--- src/rtl/ram_ctrl_pkg.sv ---
// Shared types and constants for the RAM port arbiter: FSM states, RW encoding, grant ids.
package ram_ctrl_pkg;

    typedef enum logic [1:0] {
        StIdle,
        StIssue,
        StWait,
        StAck
    } state_e;

    localparam logic RwRead  = 1'b1;
    localparam logic RwWrite = 1'b0;

    localparam int unsigned GntI = 0;
    localparam int unsigned GntD = 1;

    // Wide enough for the largest legal read latency (7).
    localparam int unsigned CntW = 3;

    function automatic logic [CntW-1:0] rd_cnt_init(input int unsigned rd_lat);
        return CntW'(rd_lat - 1);
    endfunction

endpackage

--- src/rtl/rr_arb2.sv ---
// Two-way round-robin arbiter: on a conflict the port that did not win last time is granted.
module rr_arb2
    import ram_ctrl_pkg::*;
(
    input  logic [1:0] req_i,
    input  logic       last_i,
    input  logic       en_i,
    output logic [1:0] gnt_o,
    output logic       last_o
);

    always_comb begin
        gnt_o  = 2'b00;
        last_o = last_i;
        if (en_i) begin
            unique case (req_i)
                2'b01: begin
                    gnt_o[GntI] = 1'b1;
                    last_o      = 1'(GntI);
                end
                2'b10: begin
                    gnt_o[GntD] = 1'b1;
                    last_o      = 1'(GntD);
                end
                2'b11: begin
                    if (last_i == 1'(GntD)) begin
                        gnt_o[GntI] = 1'b1;
                        last_o      = 1'(GntI);
                    end else begin
                        gnt_o[GntD] = 1'b1;
                        last_o      = 1'(GntD);
                    end
                end
                default: gnt_o = 2'b00;
            endcase
        end
    end

endmodule

--- src/rtl/ram_port_arbiter.sv ---
// Shares one single-port RAM between the fetch (I) and load/store (D) ports, sequencing
// each access as grant, enable, optional read wait, capture and a one-cycle acknowledge.
module ram_port_arbiter
    import ram_ctrl_pkg::*;
#(
    parameter int unsigned AW     = 32,
    parameter int unsigned DW     = 32,
    parameter int unsigned RD_LAT = 1
) (
    input  logic          clk_i,
    input  logic          rst_i,

    input  logic          i_req_i,
    input  logic [AW-1:0] i_addr_i,
    output logic [DW-1:0] i_rdata_o,
    output logic          i_ack_o,

    input  logic          d_req_i,
    input  logic          d_we_i,
    input  logic [AW-1:0] d_addr_i,
    input  logic [DW-1:0] d_wdata_i,
    output logic [DW-1:0] d_rdata_o,
    output logic          d_ack_o,

    output logic [AW-1:0] ram_addr_o,
    output logic          ram_rw_o,
    output logic [DW-1:0] ram_din_o,
    output logic          ram_f_o,
    output logic          ram_en_o,
    input  logic [DW-1:0] ram_dout_i,
    input  logic [DW-1:0] ram_fetch_i,

    output logic          busy_o
);

    localparam logic [CntW-1:0] CntInit = rd_cnt_init(RD_LAT);

    state_e          state_q, state_d;
    logic            last_q, last_d;
    logic [CntW-1:0] cnt_q, cnt_d;
    logic [AW-1:0]   addr_q, addr_d;
    logic            rw_q, rw_d;
    logic [DW-1:0]   din_q, din_d;
    logic            f_q, f_d;
    logic            sel_q, sel_d;
    logic [DW-1:0]   i_rdata_q, i_rdata_d;
    logic [DW-1:0]   d_rdata_q, d_rdata_d;

    logic [1:0]      gnt;

    rr_arb2 u_arb (
        .req_i  ({d_req_i, i_req_i}),
        .last_i (last_q),
        .en_i   (state_q == StIdle),
        .gnt_o  (gnt),
        .last_o (last_d)
    );

    always_comb begin
        state_d   = state_q;
        cnt_d     = cnt_q;
        addr_d    = addr_q;
        rw_d      = rw_q;
        din_d     = din_q;
        f_d       = f_q;
        sel_d     = sel_q;
        i_rdata_d = i_rdata_q;
        d_rdata_d = d_rdata_q;

        unique case (state_q)
            StIdle: begin
                if (|gnt) begin
                    state_d = StIssue;
                    sel_d   = gnt[GntD];
                    if (gnt[GntD]) begin
                        addr_d = d_addr_i;
                        rw_d   = ~d_we_i;
                        din_d  = d_wdata_i;
                        f_d    = 1'b0;
                    end else begin
                        addr_d = i_addr_i;
                        rw_d   = RwRead;
                        f_d    = 1'b1;
                    end
                end
            end
            StIssue: begin
                if (rw_q == RwWrite) begin
                    state_d = StAck;
                end else begin
                    cnt_d   = CntInit;
                    state_d = (CntInit == '0) ? StAck : StWait;
                end
            end
            StWait: begin
                cnt_d = cnt_q - CntW'(1);
                if (cnt_q == CntW'(1)) begin
                    state_d = StAck;
                end
            end
            StAck: begin
                state_d = StIdle;
            end
            default: begin
                state_d = StIdle;
            end
        endcase

        // Read data is sampled on the edge that enters StAck.
        if (state_q != StAck && state_d == StAck && rw_q == RwRead) begin
            if (sel_q) begin
                d_rdata_d = ram_dout_i;
            end else begin
                i_rdata_d = ram_fetch_i;
            end
        end
    end

    always_ff @(posedge clk_i) begin
        if (rst_i) begin
            state_q   <= StIdle;
            last_q    <= 1'(GntI);
            cnt_q     <= '0;
            addr_q    <= '0;
            rw_q      <= RwRead;
            din_q     <= '0;
            f_q       <= 1'b0;
            sel_q     <= 1'b0;
            i_rdata_q <= '0;
            d_rdata_q <= '0;
        end else begin
            state_q   <= state_d;
            last_q    <= last_d;
            cnt_q     <= cnt_d;
            addr_q    <= addr_d;
            rw_q      <= rw_d;
            din_q     <= din_d;
            f_q       <= f_d;
            sel_q     <= sel_d;
            i_rdata_q <= i_rdata_d;
            d_rdata_q <= d_rdata_d;
        end
    end

    assign ram_addr_o = addr_q;
    assign ram_rw_o   = rw_q;
    assign ram_din_o  = din_q;
    assign ram_f_o    = f_q;
    assign ram_en_o   = (state_q == StIssue);
    assign i_ack_o    = (state_q == StAck) && !sel_q;
    assign d_ack_o    = (state_q == StAck) && sel_q;
    assign i_rdata_o  = i_rdata_q;
    assign d_rdata_o  = d_rdata_q;
    assign busy_o     = (state_q != StIdle);

endmodule
--- config.mk ---
export PLATFORM = sky130hd
export DESIGN_NAME = ram_port_arbiter
export DESIGN_NICKNAME = d
export VERILOG_FILES = /design/src/rtl/ram_ctrl_pkg.sv /design/src/rtl/rr_arb2.sv /design/src/rtl/ram_port_arbiter.sv
export SDC_FILE = /design/constraint.sdc
export NUM_CORES = 1
export LEC_CHECK = 0
export ABC_AREA = 0
export CAP_MARGIN = 20
export CORE_MARGIN = 4
export CORE_UTILIZATION = 43
export DETAILED_ROUTE_END_ITERATION = 10
export HOLD_SLACK_MARGIN = 0.08
export PLACE_DENSITY = 0.85
export SKIP_CTS_REPAIR_TIMING = 1
export SYNTH_ARGS = -nofsm -noshare
export SYNTH_HDL_FRONTEND = slang
export SYNTH_SLANG_ARGS = --single-unit
--- constraint.sdc ---
create_clock -name clk_i -period 3.6 [get_ports clk_i]
set_input_delay 0.72 -clock clk_i [delete_from_list [all_inputs] [get_ports clk_i]]
set_output_delay 0.72 -clock clk_i [all_outputs]
set_load 0.005 [all_outputs]
# [Word-level counts from Yosys, hierarchy flattened]
# Index checks and enable logic that the tools add are counted.
[totals] out_inout_bits=134 regBits=137
[classes] bitwise_logic=2 eq_ne=10 add_sub_neg=1 n_mux=14 reduce_logical=16
[op_table] operator="32-bit two-way mux" count=1
[op_table] operator="2-bit == test, second input constant" count=5
[op_table] operator="2-bit AND reduction" count=5
[op_table] operator="2-bit case mux with 4 select lines" count=1
[op_table] operator="2-bit two-way mux" count=3
[op_table] operator="3-bit case mux with 2 select lines" count=1
[op_table] operator="2-bit by 1-bit == test with 1-bit output, second input constant" count=2
[op_table] operator="1-bit logical AND" count=4
[op_table] operator="1-bit two-way mux" count=4
[op_table] operator="1-bit case mux with 2 select lines" count=2
[op_table] operator="2-bit nonzero test" count=2
[op_table] operator="3-bit by 1-bit == test with 1-bit output, second input constant" count=1
[op_table] operator="3-bit two-way mux" count=1
[op_table] operator="1-bit case mux with 3 select lines" count=1
[op_table] operator="3-bit AND reduction" count=1
[op_table] operator="3-bit nonzero test" count=1
[op_table] operator="3-bit by 1-bit subtractor with 3-bit output, second input constant" count=1
[op_table] operator="2-bit zero test" count=1
[op_table] operator="2-bit by 1-bit inequality test with 1-bit output, second input constant" count=1
[op_table] operator="2-bit inequality test, second input constant" count=1
[op_table] operator="1-bit inverter" count=2
[op_table] operator="2-bit OR reduction" count=1
[op_table] operator="1-bit zero test" count=1

# [Longest topological paths before layout]
[logic_depth] ltp_word=10 depth_mapped=8 mapped_depth_nobuf=6

# [Hierarchy]
# A second synthesis with hierarchy kept.
[unflattened] hier_cells=690 area_unflattened_um2=6054.6
[by_module_without_submodules] module="ram_port_arbiter" seq_area_each_um2=2742.6 area_per_inst_um2=6018.3 n_inst=1 cells_each=683
[by_module_without_submodules] module="rr_arb2" seq_area_each_um2=0.0 area_per_inst_um2=36.3 n_inst=1 cells_each=7

# [Least setup slack after synthesis]
# OpenSTA, ideal clock, no wires.
[synth_timing] kind="input -> register" start="in d_req_i" end="reg d_rdata_q[10] (netlist: d_rdata_o[10])" setup_time_ns=0.120 path_stages=7 slack_ns=1.413 arrival_ns=2.067 path_buffers=3 cell_sequence="buf_4 nor4b_1 a211o_1 or4b_1 buf_2 buf_6 mux2i_1"
[synth_via] elab_chain_cells=10
[synth_lines] item="from (decl)" line="ram_port_arbiter.sv:18" text="input logic d_req_i,"
[synth_lines] item="2-bit == test or 2-bit by 1-bit == test with 1-bit output (tied branches)" line="rr_arb2.sv:16" text="unique case (req_i)"
[synth_lines] item="1-bit case mux with 2 select lines" line="rr_arb2.sv:16"
[synth_lines] item="2-bit two-way mux *" line="rr_arb2.sv:15" text="if (en_i) begin"
[synth_lines] item="2-bit OR reduction *" line="ram_port_arbiter.sv:72" text="if (|gnt) begin"
[synth_lines] item="2-bit two-way mux *" line="ram_port_arbiter.sv:72"
[synth_lines] item="2-bit case mux with 4 select lines *" line="ram_port_arbiter.sv:70" text="unique case (state_q)"
[synth_lines] item="2-bit == test *" line="ram_port_arbiter.sv:110" text="if (state_q != StAck && state_d == StAck && rw_q == RwRead) begin"
[synth_lines] item="1-bit logical AND * (2 in a row)" line="ram_port_arbiter.sv:110"
[synth_lines] item="2-bit AND reduction (no line) *"
[synth_lines] item="to (signal assigned)" line="ram_port_arbiter.sv:141" text="d_rdata_q <= d_rdata_d;"
[synth_lines] item="to (decl)" line="ram_port_arbiter.sv:47" text="logic [DW-1:0] d_rdata_q, d_rdata_d;"
# Mark *: on every way between the ends. The rest lies on a longest branch, timed or not.
# A chain may end at the register's enable or synchronous reset.

# [Final worst setup path]
[layout_timing] start="reg state_q[0]" end="reg d_rdata_q[29] (netlist: d_rdata_o[29])"
[layout_via] elab_chain_cells=9
[layout_lines] item="from (decl)" line="ram_port_arbiter.sv:38" text="state_e state_q, state_d;"
[layout_lines] item="from (signal assigned)" line="ram_port_arbiter.sv:121" text="state_q <= StIdle;"
[layout_lines] item="from (signal assigned)" line="ram_port_arbiter.sv:132" text="state_q <= state_d;"
[layout_lines] item="2-bit zero test" line="ram_port_arbiter.sv:54, ram_port_arbiter.sv:70"
[layout_lines] item="2-bit two-way mux" line="rr_arb2.sv:15"
[layout_lines] item="2-bit OR reduction" line="ram_port_arbiter.sv:72"
[layout_lines] item="2-bit two-way mux" line="ram_port_arbiter.sv:72"
[layout_lines] item="2-bit case mux with 4 select lines" line="ram_port_arbiter.sv:70"
[layout_lines] item="2-bit == test" line="ram_port_arbiter.sv:110"
[layout_lines] item="1-bit logical AND * (2 in a row)" line="ram_port_arbiter.sv:110"
[layout_lines] item="2-bit AND reduction (no line) *"
# Marked as above.

==> impl_metrics.tcl <==
set metrics [dict create \
    syn-cell-area_mm2 0.00567 \
    dieArea_mm2 0.0151 \
    place_area_mm2 0.00875 \
    cts_tree "yes" \
    core_area_mm2 0.0128 \
    clockRootBuffer "clkbuf_16" \
    h-tree-depth 4 \
    fin_util 0.734 \
    ant_nets 0 \
    hold_class "reg2reg" \
    required_ns 3.87 \
    grt_antenna_before_repair 0 \
    leakage_nw 3.88 \
    crit_path_max_incr_delay_ns 0.63 \
    grt_overflow 0 \
    totalWireLength_um 16800 \
    crit_chain "inv_1 -> ha_1 -> nor4b_1 -> a211o_1 -> or4b_2 -> buf_4 -> mux2i_1" \
    syn_inst 624 \
    synthArstFlopShare 0 \
    critPathCaptureType "flip-flop" \
    tightest_slew_ns 0.651 \
    cts_buffer_depth 2 \
    avgSynthCellArea_um2 9.09 \
    yosys-top-cells-area "dfxtp_1 48%, nand2b_1 15%, mux2i_1 11%, nand2_1 7.9%, a22oi_1 4.4%" \
    finalSetupViolCount 0 \
    rows 41 \
    final.min_clock_period_ns 2.70 \
    min_period_over_period 0.749 \
    finalSetupTns_ns 0 \
    place_inst 1059 \
    fill_cells 937 \
    skew_ns 0.00645 \
    worstReg2RegStart "state_q[0]" \
    worstPathMaxFanout 32 \
    vias 5234 \
    power_density_mw_per_mm2 619 \
    worstPathArrival_ns 2.97 \
    cp-start-kind "flip-flop" \
    cts_made_buffers 17 \
    grt_pass1_wl_um 24900 \
    fin_ws_ns 0.903 \
    power_mw 5.80 \
    syn2layout_area_growth_pct 65.3 \
    drive_above_1_share 0.0533 \
    first_global_vias 5081 \
    synth_edf_count 0 \
    die_w_um 123 \
    final-instance-count-excl-fill 1091 \
    yosys-top-cells-count "137 x dfxtp_1, 132 x nand2b_1, 119 x nand2_1, 64 x mux2i_1, 41 x a21oi_1" \
    multi_input_area_mm2 0.00271 \
    synth_nets 795 \
    crit_type "reg2reg" \
    slew_headroom 0.566 \
    peakVddDrop_mv 0.385 \
    finalMaxSlewViolations 0 \
    synth_most_common_cell "dfxtp_1" \
    start_util 0.444 \
    gp_congestion 0.767 \
    stdcell_area_mm2 0.00937 \
    via_per_inst 4.80 \
    status "finished clean" \
    synth_seq_cells 137 \
    fin_hold_ws_ns 0.433 \
    synth_top_area_frac 0.484 \
    dominantRegCellSynth "dfxtp_1" \
    firstDrtPassIters 4 \
    grt_usage 0.216 \
    antenna_cells 0 \
    fin_nets 1077 \
    dp_slack_ns 0.574 \
    fmaxAchievable_mhz 371 \
    wire_per_inst_um 15.4 \
    synthDistinctLibCells 28 \
    grt_max_degree 140 \
    min_from "ram_addr_o[26]" \
    worst_path_max_delay_cell "or4b_2" \
    ys_warn_count 0 \
    cp-startpoint "state_q[0]" \
    synth.largest_area_cell "dfxtp_1" \
    hpwl_um 12300 \
    clk_pin_slew_ns 0.06 \
    maxCapViolations 0 \
    hold_violations 0 \
    ios 299 \
    drt_iter0_markers 326 \
    numPortBuffers 298 \
    yosysSeqAreaShare 0.484 \
    regArea_mm2 0.00274 \
    cts.sinks 137 \
    post-route-drc-count 0 \
    rsz0062_at_grt "no" \
    worstSkewPairLatency_ns 0.42 \
    die_y_um 123 \
]
## worst max-delay path, delay by kind of cell (launching register included)
| kind | cells | cell delay [ns] |
|---|---|---|
| AND/OR/NAND/NOR | 2 | 0.85 |
| buffers and inverters | 2 | 0.41 |
| flip-flops | 1 | 0.41 |
| adder cells (fa/ha/maj) | 1 | 0.36 |
| AO/OA/AOI/OAI | 1 | 0.30 |
| multiplexers | 1 | 0.19 |
## cells by family after synthesis
group	count (synthesis)	synth area share
simple gates	270	0.245
compound gates	97	0.103
buf+inv	50	0.0424
mux	64	0.113
flops	137	0.484
fa+ha+maj	6	0.0132
## layout by cell type (no fill, tap or decap), types with 2 or more instances in the layout
master / count
clkdlybuf4s50_1: 297
nor2b_1: 4
buf_4: 9
nor2_1: 3
dfxtp_1: 137
clkbuf_8: 2
nor3_1: 2
or2_2: 2
bufinv_16: 4
nand3_1: 2
o21ai_0: 18
a21oi_2: 2
clkinv_2: 5
a21oi_1: 39
inv_6: 2
inv_1: 6
nand2_1: 119
clkbuf_16: 17
nand2b_1: 132
and2_1: 2
a22oi_1: 33
ha_1: 6
mux2i_1: 64
## where the power goes
group | leakage, nW | switching, mW | internal, mW
Clock | 0.310 | 0.641 | 1.19
Combinational | 2.45 | 0.825 | 1.10
Sequential | 1.12 | 0.178 | 1.86
Total | 3.88 | 1.64 | 4.16
## per-layer routing
metal / GRT usage / vias to the layer above / part of all wire
li1: - / 2634 / -
met1: 0.220 / 2344 / 0.36
met2: 0.376 / 223 / 0.49
met3: 0.0903 / 33 / 0.12
met4: 0.111 / 0 / 0.033
met5: 0 / - / 0
## final timing paths
| check | cells after the start | end | slack (ns) |
|---|---|---|---|
| hold / removal | 2 | ram_addr_o[26] | 0.43 |
| hold reg to reg | 2 | ram_addr_o[26] | 0.43 |
| setup reg to reg | 7 | d_rdata_o[29] | 0.90 |
| setup / recovery | 7 | d_rdata_o[29] | 0.90 |
## sequential cells by signal (all words and copies together) (netlist names)
register	flops
d_rdata_o	32
i_rdata_o	32
ram_addr_o	32
ram_din_o	32
cnt_q	3
state_q	2
last_q	1
ram_f_o	1
ram_rw_o	1
sel_q	1
## final cells by class
class / count / share of cell area
repair buffers: 307 / 0.326
flip-flops and latches: 137 / 0.293
multi-input cells: 437 / 0.289
well taps: 172 / 0.0230
clock inverters: 12 / 0.0182
clock buffers: 20 / 0.0487
inverters: 6 / 0.00240
Note: power is estimated with default switching activity, not from simulation.
